--- config.mk ---
export PLATFORM = sky130hd
export DESIGN_NAME = keypad_scanner
export DESIGN_NICKNAME = d
export VERILOG_FILES = /design/src/rtl/keypad_pkg.sv /design/src/rtl/keypad_debounce.sv /design/src/rtl/keypad_scanner.sv
export SDC_FILE = /design/constraint.sdc
export NUM_CORES = 1
export LEC_CHECK = 0
export ABC_CLOCK_PERIOD_IN_PS = 7750
export CAP_MARGIN = 25
export CELL_PAD_IN_SITES_DETAIL_PLACEMENT = 0
export CELL_PAD_IN_SITES_GLOBAL_PLACEMENT = 1
export CORE_UTILIZATION = 47
export CTS_CLUSTER_DIAMETER = 40
export DETAILED_ROUTE_END_ITERATION = 8
export GPL_ROUTABILITY_DRIVEN = 0
export PLACE_DENSITY_LB_ADDON = 0.1
export SYNTH_ARGS = -nofsm -noshare
export SYNTH_HDL_FRONTEND = slang
export SYNTH_HIERARCHICAL = 1
export SYNTH_SLANG_ARGS = --single-unit
--- constraint.sdc ---
create_clock -name newClock -period 7.75 [get_ports newClock]
set_clock_uncertainty 0.2 [all_clocks]
set_input_delay 0.775 -clock newClock [delete_from_list [all_inputs] [get_ports newClock]]
set_output_delay 0.775 -clock newClock [all_outputs]
set_load 0.005 [all_outputs]
--- src/rtl/keypad_pkg.sv ---
// Shared keypad definitions: row drive patterns, scanner state encoding and the
// {col,row} active-low key codes consumed by the calculator key decoder.
package keypad_pkg;

  localparam logic [3:0] ROW0 = 4'b0111;
  localparam logic [3:0] ROW1 = 4'b1011;
  localparam logic [3:0] ROW2 = 4'b1101;
  localparam logic [3:0] ROW3 = 4'b1110;

  localparam logic [3:0] COL_IDLE  = 4'hF;
  localparam logic [7:0] IDLE_CODE = 8'hFF;

  typedef enum logic [1:0] {
    SCAN     = 2'd0,
    DEBOUNCE = 2'd1,
    PRESSED  = 2'd2,
    RELEASE  = 2'd3
  } scan_state_t;

  // Key codes are {col,row}; col[3] is the leftmost column, row[3] the top row.
  localparam logic [7:0] KEY_1 = 8'h77;
  localparam logic [7:0] KEY_2 = 8'hB7;
  localparam logic [7:0] KEY_3 = 8'hD7;
  localparam logic [7:0] KEY_F = 8'hE7;
  localparam logic [7:0] KEY_4 = 8'h7B;
  localparam logic [7:0] KEY_5 = 8'hBB;
  localparam logic [7:0] KEY_6 = 8'hDB;
  localparam logic [7:0] KEY_E = 8'hEB;
  localparam logic [7:0] KEY_7 = 8'h7D;
  localparam logic [7:0] KEY_8 = 8'hBD;
  localparam logic [7:0] KEY_9 = 8'hDD;
  localparam logic [7:0] KEY_D = 8'hED;
  localparam logic [7:0] KEY_A = 8'h7E;
  localparam logic [7:0] KEY_0 = 8'hBE;
  localparam logic [7:0] KEY_B = 8'hDE;
  localparam logic [7:0] KEY_C = 8'hEE;

  // True when exactly one column is pulled low (a single, unambiguous key).
  function automatic logic one_cold(input logic [3:0] v);
    logic [2:0] zeros;
    zeros = 3'd0;
    for (int i = 0; i < 4; i++) begin
      zeros = zeros + {2'b00, ~v[i]};
    end
    return (zeros == 3'd1);
  endfunction

  function automatic logic [3:0] rotate_row(input logic [3:0] r);
    return {r[0], r[3:1]};
  endfunction

endpackage

--- src/rtl/keypad_debounce.sv ---
// Stable-run counter: raises done on the STABLE_CYCLES-th consecutive cycle of match.
// Any mismatch or clr restarts the run; the count saturates.
module keypad_debounce #(
  parameter int STABLE_CYCLES = 20000,
  parameter int CNT_W         = $clog2(STABLE_CYCLES + 1)
) (
  input  logic newClock,
  input  logic resetN,
  input  logic clr,
  input  logic match,
  output logic done
);

  localparam logic [CNT_W-1:0] CNT_LAST = CNT_W'(STABLE_CYCLES - 1);
  localparam logic [CNT_W-1:0] CNT_SAT  = CNT_W'(STABLE_CYCLES);

  logic [CNT_W-1:0] cnt_r;

  // run-length register, restarted by clr or a broken run
  always_ff @(posedge newClock) begin
    if (!resetN) begin
      cnt_r <= {CNT_W{1'b0}};
    end else if (clr || !match) begin
      cnt_r <= {CNT_W{1'b0}};
    end else if (cnt_r != CNT_SAT) begin
      cnt_r <= cnt_r + CNT_W'(1);
    end else begin
      cnt_r <= cnt_r;
    end
  end

  // the current matching cycle completes the run when enough have gone before it
  always_comb begin
    done = 1'b0;
    if (match && (cnt_r >= CNT_LAST)) begin
      done = 1'b1;
    end else begin
      done = 1'b0;
    end
  end

endmodule

--- src/rtl/keypad_scanner.sv ---
// 4x4 keypad row scanner with press/release debounce, presenting {col,row} codes.
// Optional build macro KEYPAD_SCANNER_SYNC_EN adds a 2-flop column synchronizer.
module keypad_scanner
  import keypad_pkg::*;
#(
  parameter int SCAN_DIV        = 1000,
  parameter int DEBOUNCE_CYCLES = 20000
) (
  input  logic       newClock,
  input  logic       resetN,
  input  logic [3:0] col,
  output logic [3:0] row,
  output logic [7:0] values,
  output logic       keyValid,
  output logic       keyHeld
);

  localparam int CNT_MAX = (SCAN_DIV > DEBOUNCE_CYCLES) ? SCAN_DIV : DEBOUNCE_CYCLES;
  localparam int CNT_W   = $clog2(CNT_MAX + 1);
  localparam logic [CNT_W-1:0] DWELL_LAST = CNT_W'(SCAN_DIV - 1);

  scan_state_t      state_r, state_s;
  logic [CNT_W-1:0] dwell_r, dwell_s;
  logic [3:0]       row_r, row_s;
  logic [7:0]       values_r, values_s;
  logic [7:0]       cand_r, cand_s;
  logic             keyvalid_r, keyvalid_s;
  logic             keyheld_r, keyheld_s;
  logic [3:0]       cols_s;
  logic             match_s, clr_s, done_s;

`ifdef KEYPAD_SCANNER_SYNC_EN
  logic [3:0] col_meta_r, col_sync_r;

  // two-flop synchronizer; idles released (all columns high)
  always_ff @(posedge newClock) begin
    if (!resetN) begin
      col_meta_r <= COL_IDLE;
      col_sync_r <= COL_IDLE;
    end else begin
      col_meta_r <= col;
      col_sync_r <= col_meta_r;
    end
  end

  assign cols_s = col_sync_r;
`else
  assign cols_s = col;
`endif

  // RELEASE counts all-high columns; DEBOUNCE counts the candidate's column pattern
  always_comb begin
    match_s = 1'b0;
    if (state_r == RELEASE) begin
      match_s = (cols_s == COL_IDLE);
    end else begin
      match_s = (cols_s == cand_r[7:4]);
    end
  end

  // The stable count only runs in DEBOUNCE/RELEASE and restarts on any state change.
  assign clr_s = (state_s != state_r) || (state_r == SCAN) || (state_r == PRESSED);

  keypad_debounce #(
    .STABLE_CYCLES (DEBOUNCE_CYCLES),
    .CNT_W         (CNT_W)
  ) u_debounce (
    .newClock (newClock),
    .resetN   (resetN),
    .clr      (clr_s),
    .match    (match_s),
    .done     (done_s)
  );

  // next-state and next-output decode
  always_comb begin
    state_s    = state_r;
    dwell_s    = {CNT_W{1'b0}};
    row_s      = row_r;
    values_s   = values_r;
    cand_s     = cand_r;
    keyvalid_s = 1'b0;
    keyheld_s  = keyheld_r;
    case (state_r)
      SCAN: begin
        if (dwell_r >= DWELL_LAST) begin
          if (one_cold(cols_s)) begin
            cand_s  = {cols_s, row_r};
            state_s = DEBOUNCE;
          end else begin
            row_s   = rotate_row(row_r);
            state_s = SCAN;
          end
        end else begin
          dwell_s = dwell_r + CNT_W'(1);
        end
      end
      DEBOUNCE: begin
        if (!match_s) begin
          row_s   = rotate_row(row_r);
          state_s = SCAN;
        end else if (done_s) begin
          values_s   = cand_r;
          keyvalid_s = 1'b1;
          keyheld_s  = 1'b1;
          state_s    = PRESSED;
        end else begin
          state_s = DEBOUNCE;
        end
      end
      PRESSED: begin
        if (cols_s != cand_r[7:4]) begin
          state_s = RELEASE;
        end else begin
          state_s = PRESSED;
        end
      end
      RELEASE: begin
        // a return of the held key is bounce, not a new press
        if (cols_s == cand_r[7:4]) begin
          state_s = PRESSED;
        end else if (done_s) begin
          values_s  = IDLE_CODE;
          keyheld_s = 1'b0;
          row_s     = rotate_row(row_r);
          state_s   = SCAN;
        end else begin
          state_s = RELEASE;
        end
      end
      default: begin
        state_s   = SCAN;
        row_s     = ROW0;
        values_s  = IDLE_CODE;
        cand_s    = IDLE_CODE;
        keyheld_s = 1'b0;
      end
    endcase
  end

  // state and registered outputs
  always_ff @(posedge newClock) begin
    if (!resetN) begin
      state_r    <= SCAN;
      dwell_r    <= {CNT_W{1'b0}};
      row_r      <= ROW0;
      values_r   <= IDLE_CODE;
      cand_r     <= IDLE_CODE;
      keyvalid_r <= 1'b0;
      keyheld_r  <= 1'b0;
    end else begin
      state_r    <= state_s;
      dwell_r    <= dwell_s;
      row_r      <= row_s;
      values_r   <= values_s;
      cand_r     <= cand_s;
      keyvalid_r <= keyvalid_s;
      keyheld_r  <= keyheld_s;
    end
  end

  assign row      = row_r;
  assign values   = values_r;
  assign keyValid = keyvalid_r;
  assign keyHeld  = keyheld_r;

endmodule

==> run_results.csv, run 1 <==
group,metric,value,unit
power_and_ir_drop,intPower,0.408,mW
synth,ys_seq_area_frac,0.440,
finish,num_antenna_cells,0,
clock_network,max-clock-path-buffers,2,
synth,synth.area.top_cells,"dfxtp_1 44%, xor2_1 6.4%, nor2_1 4.4%",
synth,synth_compound_area_frac,0.103,
synth,synth_top_family_by_area,"simple AND/OR/NAND/NOR gates",
grt,grt_pass1_wl,7730,µm
synth,synth-xor-area-share,0.0855,
finish,final_nets,294,
setup_path,crit_type,"input pin to flip-flop",
synth,syn-cell-area,2460,µm²
setup_path,cp_data_arrival_time,3.78,ns
route,wl,4570,µm
timing,fin_tns_setup,0,ns
route,wire_per_inst,13.1,µm
timing,rsz0062_at_grt,"false",
die,fp.dieArea,5520,µm²
finish,syn_to_final_growth,12.9,%
clock_network,insertion_delay,0.31,ns
power_and_ir_drop,p_switching,0.146,mW
timing,worstMarginPinSlew,0.878,ns
synth,yosys_warnings,6,
route,drc,0,
setup_path,cp_max_fo,17,
power_and_ir_drop,pwr-share-clk,0.293,
run,max_cap_viol_count,0,
timing,final_max_slew_viol_count,0,
route,drt_iter0_markers,64,
timing,fin_crit_sh,0.481,
route,final_antenna_net_count,0,
setup_path,cpMaxStageDelayCell,"nor4_4",
route,firstDrtPassIters,4,
placed_design,numPortBuffers,19,
clock_network,cts_setup_buffers,0,
synth,yosysTopAreaCell,"dfxtp_1",
timing,min_period,3.73,ns
die,chipHeight,74.3,µm
timing,slew_headroom,0.410,
setup_path,slowest_delay,0.81,ns
power_and_ir_drop,seqPwrFrac,0.559,
finish,drive_gt1_frac,0.0603,
timing,finalHoldViolations,0,
clock_network,cts_tree,"done",
synth,syn_area_per_cell,9.31,µm²
clock_network,ctsHoldBuffers,0,
outcome,status,"finished clean",
die,start_util,0.504,
timing,hold_ws,0.284,ns
timing,setup_violations,0,
synth,synthMuxAreaShare,0.0366,
grt,gr-total-overflow,0,
synth,synth-simple-area-share,0.254,
clock_network,cts_sinks,54,
clock_network,root_buffer,"clkbuf_8",
clock_network,numCtsBuffers,5,
clock_network,clk_pin_slew_worst_paths,0.11,ns
setup_path,crit_required,7.80,ns
placed_design,dp_hpwl,3090,µm
die,die_x,74.3,µm
synth,synthDistinctLibCells,51,
power_and_ir_drop,powerDensity,200,nW/µm²
clock_network,cts.htree.levels,2,
worst_hold_path,min_path_type,"flip-flop to flip-flop",
die,num_io_pins,20,
finish,stdcell_count,349,
setup_path,start_kind,"input pin",
setup_path,path_buf_inv,1,
power_and_ir_drop,switching_share,0.264,
finish,nFillCells,470,
grt,grt_util_all_layers,0.183,
route,route.vias.total,1827,
setup_path,crit_top_cell,"nand2_1",
setup_path,path_cells,"clkdlybuf4s50_1, xor2_1, nor4_4, nand2_1, o21ai_0, nand2_1, nor2_1, nand2_1, a21oi_1, nor3b_1, a21oi_1",
setup_path,end_kind,"flip-flop",
placed_design,dp_cells,341,
power_and_ir_drop,p_leak,0.952,nW
power_and_ir_drop,peakVddDrop,0.101,mV
grt,antenna_found_initial,0,
power_and_ir_drop,power_frac_comb,0.148,
setup_path,critPathTopFamily,"simple AND/OR/NAND/NOR gates",
die,rows,25,
synth,syn_inst,264,
clock_network,cts_resized,0,
finish,utilization,0.569,
synth,synth_top_area_frac,0.440,
grt,grt_max_degree,29,
synth,synth_adder_area_share,0.0387,
grt,grt_pass1_vias,1694,
die,core_area,4880,µm²
timing,fmax,268,MHz
route,via_per_inst,5.23,
synth,ys_seq_elements,54,
-- synthesized netlist by cell type, drive strengths merged --
| master | instances |
|---|---|
| nor3b | 13 |
| a211oi | 1 |
| and2 | 1 |
| buf | 5 |
| o21bai | 1 |
| xnor2 | 6 |
| a21oi | 18 |
| nand3 | 14 |
| or3 | 1 |
| conb | 1 |
| dfxtp | 54 |
| xor2 | 18 |
| ha | 6 |
| fa | 1 |
| nand2b | 1 |
| a21o | 1 |
| nor3 | 1 |
| nor4 | 2 |
| o31ai | 1 |
| o31a | 1 |
| or4 | 2 |
| a311o | 1 |
| nand2 | 16 |
| mux2i | 9 |
| o22ai | 8 |
| and3 | 4 |
| nor4bb | 2 |
| and4 | 1 |
| a221o | 1 |
| clkbuf | 8 |
| nand3b | 3 |
| a221oi | 1 |
| o21ai | 4 |
| nor2 | 29 |
| nor2b | 6 |
| nand4bb | 1 |
| a21boi | 2 |
| nand4 | 7 |
| inv | 9 |
| nor4b | 1 |
| and4bb | 1 |
| nand4b | 1 |
-- power by group through the flow --
stage / clock network, mW / logic, mW / registers (mW)
floorplan: 0 / 0.0480 / 0.314
detailed placement: 0 / 0.0820 / 0.316
finish: 0.163 / 0.0820 / 0.310
global route: 0.177 / 0.0903 / 0.313
global placement: 0 / 0.0824 / 0.316
CTS: 0.168 / 0.0828 / 0.310
-- state kept, by name (all words and copies together) (netlist names) --
signal,count
row,4
dwell_r,15
keyValid,1
u_debounce/cnt_r,15
state_r,2
values,8
keyHeld,1
cand_r,8
-- cells in the final DEF (no fill, tap or decap), drive strengths merged, types with 7 or more instances in the layout --
master	instances
nor2	29
mux2i	9
nand4	7
clkdlybuf4s50	19
xor2	18
a21oi	18
o22ai	8
dfxtp	54
nand2	16
nor3b	13
inv	10
nand3	14
-- layer usage --
layer  share of wire  GRT usage  vias to the layer above
met4           0.014     0.0629                        0
met3           0.025     0.0379                        7
li1                -          -                      951
met1            0.51      0.238                      848
met2            0.45      0.305                       21
met5               0          0                        -
-- per-stage QoR --
| step | total power, mW | cell area [µm²] | setup slack (ns) |
|---|---|---|---|
| after global routing | 0.580 | 2780 | 3.57 |
| after floorplan | 0.362 | 2470 | 4.74 |
| after detailed placement | 0.398 | 2680 | 3.66 |
| after global placement | 0.399 | 2680 | 3.74 |
| final | 0.554 | 2780 | 4.02 |
| after CTS | 0.560 | 2780 | 3.99 |
-- worst reg2reg max path: cells and delay by family (launching register included) --
kind / cells / cell delay [ns]
simple gates: 6 / 1.41
compound gates: 3 / 0.88
flops: 1 / 0.35
xor+xnor: 1 / 0.19
-- final cells by class --
| type | count | area [µm²] | area share |
|---|---|---|---|
| Tap cell | 67 | 83.8 | 0.0302 |
| Clock buffer | 5 | 68.8 | 0.0248 |
| Clock inverter | 3 | 25.0 | 0.00902 |
| Multi-Input combinational cell | 192 | 1290 | 0.466 |
| Sequential cell | 54 | 1080 | 0.390 |
| Inverter | 9 | 33.8 | 0.0122 |
| Timing Repair Buffer | 19 | 190 | 0.0685 |
-- final timing paths --
path                               start                endpoint  slack (ns)  depth (start not counted)
hold reg to reg      row[3]$_SDFFE_PN0P_     row[3]$_SDFFE_PN0P_        0.28                          2
hold / removal       row[3]$_SDFFE_PN0P_     row[3]$_SDFFE_PN0P_        0.28                          2
setup / recovery                  col[0]  values[7]$_SDFFE_PN1P_        4.02                         11
setup reg to reg  cand_r[4]$_SDFFE_PN1P_  values[7]$_SDFFE_PN1P_        4.67                         10
-- kinds of logic after synthesis --
| kind of cell | Yosys count |
|---|---|
| simple gates | 107 |
| fa+ha+maj | 7 |
| xor+xnor | 24 |
| flops | 54 |
| other cells | 1 |
| compound gates | 40 |
| mux | 9 |
| buf+inv | 22 |
No activity file was read; power rests on OpenSTA's default activity.
==> run 2, diff against run 1 <==
ABC_CLOCK_PERIOD_IN_PS = 3700   (was 7750)
CORE_UTILIZATION = 44   (was 47)
clock period = 3.7 ns   (was 7.75 ns; I/O delays follow)
==> run 2 against run 1 <==
Worst hold slack gained 0.0053 ns. Power grew 100%. Via count shrank 0.60%. Global-route usage shrank 1.1 points. Non-clock buffer count grew 3. Count of clock-buffer cells in the layout is the same. Critical path depth is the same. First-iteration DRC count grew 44%. Utilization shrank 3.7 points. Largest power group unchanged.
==> run_results.csv, run 2 (same netlist as run 1, synthesis figures left out) <==
group,metric,value,unit
clock_network,cts_tree,"done",
setup_path,reg2reg_from,"u_debounce/cnt_r[0]$_SDFFE_PP0P_",
clock_network,cts_sinks,54,
finish,layout_commonest_cell,"dfxtp_1",
die,die_x,76.8,µm
power_and_ir_drop,peakVddDrop,0.301,mV
clock_network,cts_setup_buffers,0,
timing,fin_crit_sh,0.779,
route,wire_per_inst,13.4,µm
setup_path,reg2regPathDepth,9,
die,rows,26,
die,start_util,0.469,
setup_path,start_kind,"input pin",
route,route.vias.total,1816,
finish,utilization,0.532,
placed_design,dp_cells,347,
finish,design_area,2790,µm²
worst_hold_path,whs_path_depth,1,
route,via_per_inst,5.13,
route,drc,0,
setup_path,cp_data_arrival_time,2.91,ns
power_and_ir_drop,total_power,1.13,mW
setup_path,slowest_delay,0.58,ns
route,firstDrtPassIters,4,
placed_design,numPortBuffers,19,
grt,grt_max_degree,29,
route,wl,4740,µm
setup_path,path_buf_inv,1,
die,core_area,5240,µm²
timing,rsz0062_at_grt,"false",
grt,gr-total-overflow,0,
setup_path,path_cells,"clkdlybuf4s50_1, xor2_1, nor4_4, nand2_1, o21ai_0, nand2_1, nor2_1, nand2_1, a21oi_1, nor3b_1, a21oi_1",
setup_path,crit_top_cell,"nand2_1",
grt,grt_util_all_layers,0.172,
setup_path,cp_max_fo,8,
finish,num_antenna_cells,0,
timing,fmax,347,MHz
worst_hold_path,min_path_type,"flip-flop to flip-flop",
setup_path,end_kind,"flip-flop",
worst_hold_path,min_to,"dwell_r[0]$_SDFF_PP0_",
route,drt_iter0_markers,92,
clock_network,ctsHoldBuffers,0,
run,max_cap_viol_count,0,
finish,reg_top3,"dwell_r x15, u_debounce/cnt_r x15",
timing,hold_ws,0.290,ns
timing,finalHoldViolations,0,
clock_network,numCtsBuffers,5,
timing,min_period,2.88,ns
outcome,status,"finished clean",
clock_network,max-clock-path-buffers,2,
grt,antenna_found_initial,0,
timing,setup_violations,0,
die,chipHeight,76.8,µm
finish,drive_gt1_frac,0.0669,
timing,worst_slack,0.818,ns
timing,worstMarginPinSlew,0.700,ns
die,fp.dieArea,5890,µm²
finish,final_cell_mix,"54 x dfxtp_1, 29 x nor2_1, 19 x clkdlybuf4s50_1",
clock_network,insertion_delay,0.30,ns
setup_path,r2r_end,"values[1]$_SDFFE_PN1P_",
timing,slew_headroom,0.533,
setup_path,rrSetupSlack,0.88,ns
finish,syn_to_final_growth,13.3,%
timing,fin_tns_setup,0,ns
setup_path,crit_type,"input pin to flip-flop",
route,final_antenna_net_count,0,
setup_path,crit_required,3.73,ns
clock_network,cts_resized,0,
finish,final_nets,297,
placed_design,dp_hpwl,3250,µm
timing,final_max_slew_viol_count,0,
power_and_ir_drop,p_leak,0.966,nW
clock_network,root_buffer,"clkbuf_8",
setup_path,cpMaxStageDelayCell,"a21oi_1",
grt,grt_pass1_wl,8100,µm
placed_design,place_area,2710,µm²
clock_network,cts.htree.levels,2,
power_and_ir_drop,powerDensity,406,nW/µm²
die,num_io_pins,20,
finish,stdcell_count,354,
setup_path,critPathTopFamily,"simple AND/OR/NAND/NOR gates",
worst_hold_path,hold_start,"dwell_r[0]$_SDFF_PP0_",
clock_network,clk_pin_slew_worst_paths,0.09,ns
placed_design,post-place-ws,0.592,ns
grt,grt_pass1_vias,1720,
-- run 2: worst max path at each step --
stage,start,endpoint,slack [ns],cells past startpoint
after floorplan,col[0],row[1]$_SDFFE_PN1P_,1.09,12
after global placement,col[0],cand_r[4]$_SDFFE_PN1P_,0.62,11
after detailed placement,col[0],values[1]$_SDFFE_PN1P_,0.59,11
after CTS,col[0],values[1]$_SDFFE_PN1P_,0.84,11
after global routing,col[0],values[2]$_SDFFE_PN1P_,0.60,11
final,col[0],values[1]$_SDFFE_PN1P_,0.82,11
-- run 2: worst reg2reg max path: stages, from the launching register on --
cell	delay, ns
dfxtp_1	0.52
ha_1	0.40
a21oi_1	0.06
o21ai_0	0.20
a211oi_1	0.13
nor2_1	0.26
nand2_1	0.15
a21oi_1	0.58
nor3b_1	0.11
a21oi_1	0.15
-- run 2: layer usage --
layer / vias to the layer above / global-route usage / wire length [µm]
met4: 0 / 0.0577 / 36
li1: 955 / - / -
met5: - / 0 / 0
met3: 4 / 0.0357 / 132
met2: 30 / 0.250 / 2010
met1: 827 / 0.250 / 2560
-- run 2: area by class of cell --
type,instances,area [µm²]
clock inverters,2,10.0
multi-input cells,192,1290
flip-flops and latches,54,1080
clock buffers,5,68.8
fillers,500,2450
inverters,9,33.8
well taps,70,87.6
repair buffers,22,213
-- run 2: power by group --
part / switching, mW / leakage (nW) / internal [mW] / total [mW]
registers: 0.0313 / 0.441 / 0.619 / 0.651
logic: 0.0754 / 0.482 / 0.102 / 0.177
clock network: 0.177 / 0.0438 / 0.127 / 0.305
